<file path="src/rtl/pipeline_hazard_ctrl_if.sv">
// rtl/pipeline_hazard_ctrl_if.sv - hazard event inputs and pipeline register controls
interface pipeline_hazard_ctrl_if #(
  parameter int STALL_CW = 16
);
  // events from the datapath
  logic                ihit;
  logic                dhit;
  logic                mem_dren;
  logic                mem_dwen;
  logic                mem_halt;
  logic                mem_redirect;
  logic                ex_dren;
  logic [4:0]          ex_rt;
  logic [4:0]          id_rs;
  logic [4:0]          id_rt;
  logic                id_uses_rt;
  // controls back to the pipeline registers and PC
  logic                pc_en;
  logic                if_en;
  logic                id_en;
  logic                ex_en;
  logic                mem_en;
  logic                if_flush;
  logic                id_flush;
  logic                ex_flush;
  logic                mem_flush;
  // status
  logic                halt_out;
  logic [STALL_CW-1:0] stall_cnt;
  logic                dwait_timeout;

  modport master (
    output ihit, dhit, mem_dren, mem_dwen, mem_halt, mem_redirect,
           ex_dren, ex_rt, id_rs, id_rt, id_uses_rt,
    input  pc_en, if_en, id_en, ex_en, mem_en,
           if_flush, id_flush, ex_flush, mem_flush,
           halt_out, stall_cnt, dwait_timeout
  );

  modport slave (
    input  ihit, dhit, mem_dren, mem_dwen, mem_halt, mem_redirect,
           ex_dren, ex_rt, id_rs, id_rt, id_uses_rt,
    output pc_en, if_en, id_en, ex_en, mem_en,
           if_flush, id_flush, ex_flush, mem_flush,
           halt_out, stall_cnt, dwait_timeout
  );
endinterface

</file>
<file path="src/rtl/pipeline_hazard_ctrl.sv">
// rtl/pipeline_hazard_ctrl.sv - 5-stage pipeline stall/flush sequencer with halt drain and dmem watchdog
module pipeline_hazard_ctrl #(
  parameter int STALL_CW    = 16,
  parameter int DWAIT_LIMIT = 64,
  parameter int DWAIT_CW    = 8
) (
  input  logic                 clk,
  input  logic                 rst,
  pipeline_hazard_ctrl_if.slave bus
);

  typedef enum logic [1:0] {
    RUN    = 2'd0,
    DRAIN  = 2'd1,
    HALTED = 2'd2
  } state_t;

  localparam logic [DWAIT_CW-1:0] WD_LIMIT = DWAIT_CW'(DWAIT_LIMIT);
  localparam logic [DWAIT_CW-1:0] WD_LAST  = DWAIT_CW'(DWAIT_LIMIT - 1);

  state_t              state;
  state_t              state_nx;
  logic [DWAIT_CW-1:0] wd_cnt;
  logic                timeout_q;
  logic [STALL_CW-1:0] stall_q;
  logic                dwait;
  logic                lduse;
  logic                pc_en;
  logic [3:0]          en;     // {if, id, ex, mem}
  logic [3:0]          flush;  // {if, id, ex, mem}

  assign dwait = (bus.mem_dren | bus.mem_dwen) & ~bus.dhit;

  // $zero is never a real dependency, so ex_rt == 0 cannot stall
  assign lduse = bus.ex_dren & (bus.ex_rt != 5'd0) &
                 ((bus.ex_rt == bus.id_rs) | (bus.id_uses_rt & (bus.ex_rt == bus.id_rt)));

  // state register
  always_ff @(posedge clk or posedge rst) begin
    if (rst) state <= RUN;
    else     state <= state_nx;
  end

  // next state and per-stage controls; priority order in RUN is dwait, halt, redirect, lduse, ~ihit
  always_comb begin
    state_nx = state;
    pc_en    = 1'b0;
    en       = 4'b0000;
    flush    = 4'b0000;
    if (rst) begin
      flush = 4'b1111;
    end else begin
      case (state)
        RUN: begin
          if (dwait) begin
            en = 4'b0000;
          end else if (bus.mem_halt) begin
            flush    = 4'b1110;
            en       = 4'b0001;
            state_nx = DRAIN;
          end else if (bus.mem_redirect) begin
            pc_en = 1'b1;
            flush = 4'b1110;
            en    = 4'b0001;
          end else if (lduse) begin
            flush = 4'b0100;
            en    = 4'b0011;
          end else if (!bus.ihit) begin
            flush = 4'b1000;
            en    = 4'b0111;
          end else begin
            pc_en = 1'b1;
            en    = 4'b1111;
          end
        end
        DRAIN: begin
          flush    = 4'b1111;
          state_nx = HALTED;
        end
        HALTED: begin
          state_nx = HALTED;
        end
        default: begin
          state_nx = RUN;
        end
      endcase
    end
  end

  // stall counter: counts RUN cycles in which the PC is held; wraps naturally
  always_ff @(posedge clk or posedge rst) begin
    if (rst)                          stall_q <= '0;
    else if (state == RUN && !pc_en)  stall_q <= stall_q + STALL_CW'(1);
  end

  // dmem-wait watchdog: saturating run length of dwait, sticky flag once the limit is reached
  always_ff @(posedge clk or posedge rst) begin
    if (rst) begin
      wd_cnt    <= '0;
      timeout_q <= 1'b0;
    end else if (!dwait) begin
      wd_cnt <= '0;
    end else if (state == RUN && wd_cnt != WD_LIMIT) begin
      wd_cnt <= wd_cnt + DWAIT_CW'(1);
      if (wd_cnt == WD_LAST) timeout_q <= 1'b1;
    end
  end

  assign bus.pc_en         = pc_en;
  assign bus.if_en         = en[3];
  assign bus.id_en         = en[2];
  assign bus.ex_en         = en[1];
  assign bus.mem_en        = en[0];
  assign bus.if_flush      = flush[3];
  assign bus.id_flush      = flush[2];
  assign bus.ex_flush      = flush[1];
  assign bus.mem_flush     = flush[0];
  assign bus.halt_out      = (state == HALTED);
  assign bus.stall_cnt     = stall_q;
  assign bus.dwait_timeout = timeout_q;

endmodule

</file>
<file path="src/flat_wrapper.sv">
// flat-port wrapper written by rule: the top's interface ports become plain ports
module pipeline_hazard_ctrl_flat 
#(
  parameter int STALL_CW    = 16,
  parameter int DWAIT_LIMIT = 64,
  parameter int DWAIT_CW    = 8
)
  (clk, rst, bus_ihit, bus_dhit, bus_mem_dren, bus_mem_dwen, bus_mem_halt, bus_mem_redirect, bus_ex_dren, bus_ex_rt, bus_id_rs, bus_id_rt, bus_id_uses_rt, bus_pc_en, bus_if_en, bus_id_en, bus_ex_en, bus_mem_en, bus_if_flush, bus_id_flush, bus_ex_flush, bus_mem_flush, bus_halt_out, bus_stall_cnt, bus_dwait_timeout);
  pipeline_hazard_ctrl_if #(.STALL_CW(STALL_CW)) bus_i ();
  input  logic clk;
  input  logic rst;
  input wire logic [$bits(bus_i.ihit)-1:0] bus_ihit;
  input wire logic [$bits(bus_i.dhit)-1:0] bus_dhit;
  input wire logic [$bits(bus_i.mem_dren)-1:0] bus_mem_dren;
  input wire logic [$bits(bus_i.mem_dwen)-1:0] bus_mem_dwen;
  input wire logic [$bits(bus_i.mem_halt)-1:0] bus_mem_halt;
  input wire logic [$bits(bus_i.mem_redirect)-1:0] bus_mem_redirect;
  input wire logic [$bits(bus_i.ex_dren)-1:0] bus_ex_dren;
  input wire logic [$bits(bus_i.ex_rt)-1:0] bus_ex_rt;
  input wire logic [$bits(bus_i.id_rs)-1:0] bus_id_rs;
  input wire logic [$bits(bus_i.id_rt)-1:0] bus_id_rt;
  input wire logic [$bits(bus_i.id_uses_rt)-1:0] bus_id_uses_rt;
  output wire logic [$bits(bus_i.pc_en)-1:0] bus_pc_en;
  output wire logic [$bits(bus_i.if_en)-1:0] bus_if_en;
  output wire logic [$bits(bus_i.id_en)-1:0] bus_id_en;
  output wire logic [$bits(bus_i.ex_en)-1:0] bus_ex_en;
  output wire logic [$bits(bus_i.mem_en)-1:0] bus_mem_en;
  output wire logic [$bits(bus_i.if_flush)-1:0] bus_if_flush;
  output wire logic [$bits(bus_i.id_flush)-1:0] bus_id_flush;
  output wire logic [$bits(bus_i.ex_flush)-1:0] bus_ex_flush;
  output wire logic [$bits(bus_i.mem_flush)-1:0] bus_mem_flush;
  output wire logic [$bits(bus_i.halt_out)-1:0] bus_halt_out;
  output wire logic [$bits(bus_i.stall_cnt)-1:0] bus_stall_cnt;
  output wire logic [$bits(bus_i.dwait_timeout)-1:0] bus_dwait_timeout;
  assign bus_i.ihit = bus_ihit;
  assign bus_i.dhit = bus_dhit;
  assign bus_i.mem_dren = bus_mem_dren;
  assign bus_i.mem_dwen = bus_mem_dwen;
  assign bus_i.mem_halt = bus_mem_halt;
  assign bus_i.mem_redirect = bus_mem_redirect;
  assign bus_i.ex_dren = bus_ex_dren;
  assign bus_i.ex_rt = bus_ex_rt;
  assign bus_i.id_rs = bus_id_rs;
  assign bus_i.id_rt = bus_id_rt;
  assign bus_i.id_uses_rt = bus_id_uses_rt;
  assign bus_pc_en = bus_i.pc_en;
  assign bus_if_en = bus_i.if_en;
  assign bus_id_en = bus_i.id_en;
  assign bus_ex_en = bus_i.ex_en;
  assign bus_mem_en = bus_i.mem_en;
  assign bus_if_flush = bus_i.if_flush;
  assign bus_id_flush = bus_i.id_flush;
  assign bus_ex_flush = bus_i.ex_flush;
  assign bus_mem_flush = bus_i.mem_flush;
  assign bus_halt_out = bus_i.halt_out;
  assign bus_stall_cnt = bus_i.stall_cnt;
  assign bus_dwait_timeout = bus_i.dwait_timeout;
  pipeline_hazard_ctrl #(.STALL_CW(STALL_CW), .DWAIT_LIMIT(DWAIT_LIMIT), .DWAIT_CW(DWAIT_CW)) u_core (.clk(clk), .rst(rst), .bus(bus_i));
endmodule
</file>
<file path="config.mk">
export PLATFORM = sky130hd
export DESIGN_NAME = pipeline_hazard_ctrl_flat
export DESIGN_NICKNAME = d
export VERILOG_FILES = /design/src/rtl/pipeline_hazard_ctrl_if.sv /design/src/rtl/pipeline_hazard_ctrl.sv /design/src/flat_wrapper.sv
export SDC_FILE = /design/constraint.sdc
export NUM_CORES = 1
export LEC_CHECK = 0
export ABC_AREA = 0
export BUFFER_PORTS_ARGS = -buffer_cell sky130_fd_sc_hd__clkbuf_2
export CELL_PAD_IN_SITES_DETAIL_PLACEMENT = 1
export CELL_PAD_IN_SITES_GLOBAL_PLACEMENT = 1
export CORE_MARGIN = 2
export CORE_UTILIZATION = 35
export DETAILED_ROUTE_END_ITERATION = 6
export GPL_TIMING_DRIVEN = 0
export PLACE_DENSITY_LB_ADDON = 0.1
export SYNTH_ARGS = -nofsm -noshare
export SYNTH_HDL_FRONTEND = slang
export SYNTH_SLANG_ARGS = --single-unit
</file>
<file path="constraint.sdc">
create_clock -name clk -period 7.3 [get_ports clk]
set_clock_uncertainty 0.2 [all_clocks]
set_input_delay 1.46 -clock clk [delete_from_list [all_inputs] [get_ports clk]]
set_output_delay 1.46 -clock clk [all_outputs]
set_load 0.02 [all_outputs]
</file>
Word level (Yosys, flattened, before mapping)
Cells that the tools add are included.
- output and inout port bits: 27
- flip-flop bits (word level): 27
- muxes and demuxes: 26
- bitwise operators: 8
- add/sub/neg operators: 2
- eq/ne operators: 9
- reductions and logical operators: 8
- operators by type and width (operator ; count):
    $mux 4 ; 13
    $add 16x1->16 const B ; 1
    $mux 8 ; 2
    $eq 5x5->1 ; 2
    $add 8x1->8 const B ; 1
    $eq 8x6->1 const B ; 1
    $ne 8x7->1 const B ; 1
    $pmux 4 s2 ; 1
    $mux 1 ; 7
    $ne 2x2->1 const B ; 3
    $reduce_and 3->1 ; 2
    $reduce_bool 5->1 ; 1
    $and 1x1->1 ; 4
    $mux 2 ; 2
    $pmux 2 s2 ; 1
    $eq 2x1->1 const B ; 1
    $eq 2x2->1 const B ; 1
    $logic_and 1x1->1 ; 2
    $logic_not 2->1 ; 1
    $not 1->1 ; 2
    $or 1x1->1 ; 2
    $reduce_or 2->1 ; 1
    $logic_not 1->1 ; 1

Logic depth before layout (Yosys ltp)
- depth after elaboration: 12
- gate-level depth with buffers: 7

Worst setup path before layout
No wires, ideal clock.
- kind: input -> output
- from: input port bus_ex_rt[0]
- to: output port bus_pc_en
- cell stages on the path: 5
- arrival time: 3309 ps
- path slack: 2331 ps
- cell sequence: or4_2 o21ai_0 or2_2 a21oi_1 nor4_1
- cells in the longest elaborated chain, start to end: 10
- elaborated cells on any way between the ends: 13
- classes of those cells: eq/ne: 2; mux: 6; bitwise: 4; reduce/logical: 1
- ends and longest elaborated chain (element ; RTL line ; text):
    from (decl) ; flat_wrapper.sv:19 ; input wire logic [$bits(bus_i.ex_rt)-1:0] bus_ex_rt;
    $eq 5x5->1 ; pipeline_hazard_ctrl.sv:36 ; ((bus.ex_rt == bus.id_rs) | (bus.id_uses_rt & (bus.ex_rt == bus.id_rt)));
    $and 1x1->1 ; pipeline_hazard_ctrl.sv:36 ;
    $or 1x1->1 ; pipeline_hazard_ctrl.sv:36 ;
    $and 1x1->1 (*) ; pipeline_hazard_ctrl.sv:35 ; assign lduse = bus.ex_dren & (bus.ex_rt != 5'd0) &
    $mux 1 (*) ; pipeline_hazard_ctrl.sv:65 ; end else if (lduse) begin
    $mux 1 (*) ; pipeline_hazard_ctrl.sv:61 ; end else if (bus.mem_redirect) begin
    $mux 1 (*) ; pipeline_hazard_ctrl.sv:57 ; end else if (bus.mem_halt) begin
    $mux 1 (*) ; pipeline_hazard_ctrl.sv:55 ; if (dwait) begin
    $mux 1 (*) ; pipeline_hazard_ctrl.sv:53 ; case (state)
    $mux 1 (*) ; pipeline_hazard_ctrl.sv:50 ; if (rst) begin
    to (decl) ; flat_wrapper.sv:23 ; output wire logic [$bits(bus_i.pc_en)-1:0] bus_pc_en;
Every way passes the cells marked *; elsewhere a longest branch is shown, timed or not.

Worst setup path after layout
Same ends and word-level chain as after synthesis.

==> results summary <==
In the finished design, the share of the clock period the worst path needs comes to 0.678. The remaining antenna violation count after routing is 0. The largest net degree at the start of global routing is 30. After clock tree synthesis, the clock-pin slew on the worst setup and hold paths is 0.09 ns. The fmax came out at 0.202 GHz. The total power per unit cell area is 269 nW/um^2. The proportion of power drawn by the clock network is 0.165. The slew at the pin closest to its max-slew limit came out at 1.10 ns. After clock tree synthesis, the setup repair step added 0 buffers. The clock latency on the worst-skew pair is 0.27 ns. The post-detailed-route wirelength per cell came out at 14.5 um. For this run, the total global-route usage over all layers was measured as 0.169.

The total clock sinks came out at 27. The capturing element type of the critical path is an output port. The area of the core came out at 4290 um^2.

The ratio of routed vias to standard cells came out at 4.96. The area added between synthesis and finish came out at 23.7%. The average cell area after synthesis came out at 10.0 um^2. The first detailed-routing pass took 3 iterations. The initial detailed-routing violation count came out at 47.

The number of filler cells placed in the layout came out at 522. The H-tree depth came out at 1. Summed over all failing endpoints, the final setup total negative slack is 0 ns.

The power consumption came out at 514 uW. Measured along the x axis, the die boundary spans 70.4 um. The final weighted congestion in routability-driven placement came out at 0.826.

The share of synthesized area occupied by flip-flops and latches is 0.438. The internal portion of the total power is 300 uW. The net count of the mapped netlist is 185. Setup violations remaining at the end of the flow were counted as 0. The synthesized design contains 27 register bits.

The total wirelength of the detailed-routed design is 3.79 mm. The maximum buffer depth of the clock tree is 2. The flow ran to the end, and the final reports show no timing, DRC or antenna violations. The clock period minus final worst setup slack is 4.95 ns.

Global routing finished with a remaining overflow of 0. The critical path class is in2out. Among all flip-flop cells after synthesis, the most frequent one is dfrtp_1. The number of global-route vias before repair came to 1,395. The die area is 4950 um^2. The first-pass GRT wire length came out at 6.66 mm.

Buffers inserted to repair hold after CTS numbered 0. The clock tree from TritonCTS is done. Of the total power, registers draw 0.405. In this run the static leakage power is 0.000953 uW. The worst setup path is launched from an input pin. The number of synthesized flops with an enable pin is 0. The net count of the finished layout is 241. The number of hold violations in the final report came to 0. The netlist uses 31 different library cells. The total I/O pin count came out at 52. The cell area after synthesis came out at 1540 um^2.

The number of design rule violations left after detail routing came out at 0. During placement, the flow inserted port buffers numbering 51. The final number of max-transition violations came out at 0. The vertical die dimension is 70.4 um.

Gates resized during post-CTS repair numbered 0. The power dissipated by switching net loads is 214 uW. Once detailed placement completed, the half-perimeter wirelength came to 3.00 mm. 0 antenna diodes ended up in the layout.

After synthesis, the share of flip-flops with an asynchronous set or reset is 1.00. Of the total power, combinational logic draws 0.430. The initial antenna violation count came out at 0. The critical path arrival is 3.29 ns. Measured against its own limit, the worst slew margin works out to 0.266. The critical path data required time came out at 5.64 ns. Along the worst path, the maximum fanout reaches 5. The kind of path behind the tightest hold check is reg2reg. The number of vias after detailed routing is 1,295.

The switching share of power came out at 0.417. The tree is rooted in a clkbuf_8. The total number of yosys warnings is 0. Across the run, the number of max-cap violations was 0. IR analysis of the VDD net gives a maximum drop of 0.146 mV.

The count of mapped cells out of synthesis came out at 154. The starting density of the core is 0.359. The placement row count came out at 24. In this run, CTS created clock tree buffers numbering 3. Setup repair after global routing left no endpoint under its margin. The proportion of layout cells with a drive suffix above 1 came out at 0.297.
==> cells by family after synthesis <==
family / Yosys count / share of synthesized area
AND/OR/NAND/NOR: 62 / 0.216
multiplexers: 2 / 0.0138
buffers and inverters: 12 / 0.0341
XOR/XNOR: 32 / 0.182
adder cells (fa/ha/maj): 6 / 0.0487
flip-flops: 27 / 0.438
AO/OA/AOI/OAI: 13 / 0.0681
==> power groups by stage <==
stage | clock network, uW | logic [uW] | registers [uW]
after global placement | 0 | 215 | 208
final | 84.7 | 221 | 208
after CTS | 89.6 | 225 | 208
after global routing | 97.0 | 248 | 214
after detailed placement | 0 | 224 | 211
after floorplan | 0 | 135 | 225
==> cells in the final DEF, fill, tap and decap left out, types with 2 or more instances in the layout <==
| master | instances |
|---|---|
| clkbuf_2 | 51 |
| dfrtp_1 | 27 |
| xnor2_1 | 17 |
| nor2_1 | 16 |
| xor2_1 | 15 |
| nand2_1 | 10 |
| and3_1 | 10 |
| nand4_1 | 10 |
| inv_1 | 9 |
| ha_1 | 6 |
| nand3_1 | 5 |
| o21ai_0 | 3 |
| clkbuf_1 | 3 |
| a21oi_1 | 3 |
| clkbuf_8 | 3 |
| o41ai_1 | 2 |
| or2_2 | 2 |
| nor4_1 | 2 |
==> path summary, 6_finish.rpt <==
check | start | end | slack, ns | cells past startpoint
setup / recovery | bus_ex_rt[0] | bus_pc_en | 2.35 | 7
hold / removal | u_core.bus.dwait_timeout | u_core.bus.dwait_timeout | 0.29 | 2
setup reg to reg | u_core.state[0] | u_core.bus.stall_cnt[14] | 4.99 | 7
hold reg to reg | u_core.bus.dwait_timeout | u_core.bus.dwait_timeout | 0.29 | 2
max in group asynchronous | rst | u_core.bus.stall_cnt[7] | 4.93 | 2
min in group asynchronous | rst | u_core.wd_cnt[3] | 1.31 | 2
==> cells in the mapped netlist, types with 2 or more instances <==
library cell | instances | share of area
and3_1 | 10 | 0.041
dfrtp_1 | 27 | 0.44
nand3_1 | 5 | 0.016
xor2_1 | 15 | 0.085
o41ai_1 | 2 | 0.011
inv_1 | 9 | 0.022
nand2_1 | 10 | 0.024
nor4_1 | 2 | 0.0081
xnor2_1 | 17 | 0.097
a21oi_1 | 3 | 0.0097
nand4_1 | 10 | 0.041
ha_1 | 6 | 0.049
clkbuf_1 | 2 | 0.0049
or2_2 | 2 | 0.0081
o21ai_0 | 3 | 0.0097
nor2_1 | 16 | 0.039
==> stage by stage <==
step | setup slack, ns | cell area (um^2) | utilization | hold WS, ns | instances
2_1_floorplan | 2.33 | 1540 | - | 0.266 | 154
3_3_place_gp | 2.37 | 1860 | 0.434 | 0.249 | 257
3_5_place_dp | 2.31 | 1860 | 0.434 | 0.275 | 257
4_1_cts | 2.32 | 1910 | 0.444 | 0.298 | 261
5_1_grt | 2.22 | 1910 | 0.444 | 0.309 | 261
6_report | 2.35 | 1910 | 0.444 | 0.291 | 261
==> area by class of cell <==
cell class | instances | area [um^2] | area share
multi-input combinational | 115 | 815 | 0.427
timing repair buffer | 51 | 255 | 0.134
buffer | 3 | 18.8 | 0.00984
clock buffer | 4 | 45.0 | 0.0236
tap | 52 | 65.1 | 0.0341
inverter | 9 | 33.8 | 0.0177
sequential | 27 | 676 | 0.354
==> flip-flops by register name, indices dropped and copies added, names as in the netlist <==
name,cells
u_core.bus.dwait_timeout,1
u_core.bus.stall_cnt,16
u_core.state,2
u_core.wd_cnt,8
==> critical path: stages <==
cell,delay (ns)
clkbuf_2,0.11
or4_2,0.67
o21ai_0,0.36
or2_2,0.22
a21oi_1,0.07
nor4_1,0.18
clkbuf_2,0.22
==> layer usage <==
| metal | share of wire | GRT usage | vias to the layer above | wire, um |
|---|---|---|---|---|
| met3 | 0.037 | 0.0332 | 5 | 139 |
| met5 | 0 | 0 | - | 0 |
| met2 | 0.52 | 0.295 | 22 | 1970 |
| li1 | - | - | 642 | - |
| met4 | 0.0092 | 0.0385 | 0 | 35 |
| met1 | 0.43 | 0.216 | 626 | 1650 |
(Power assumes the default switching activity.)
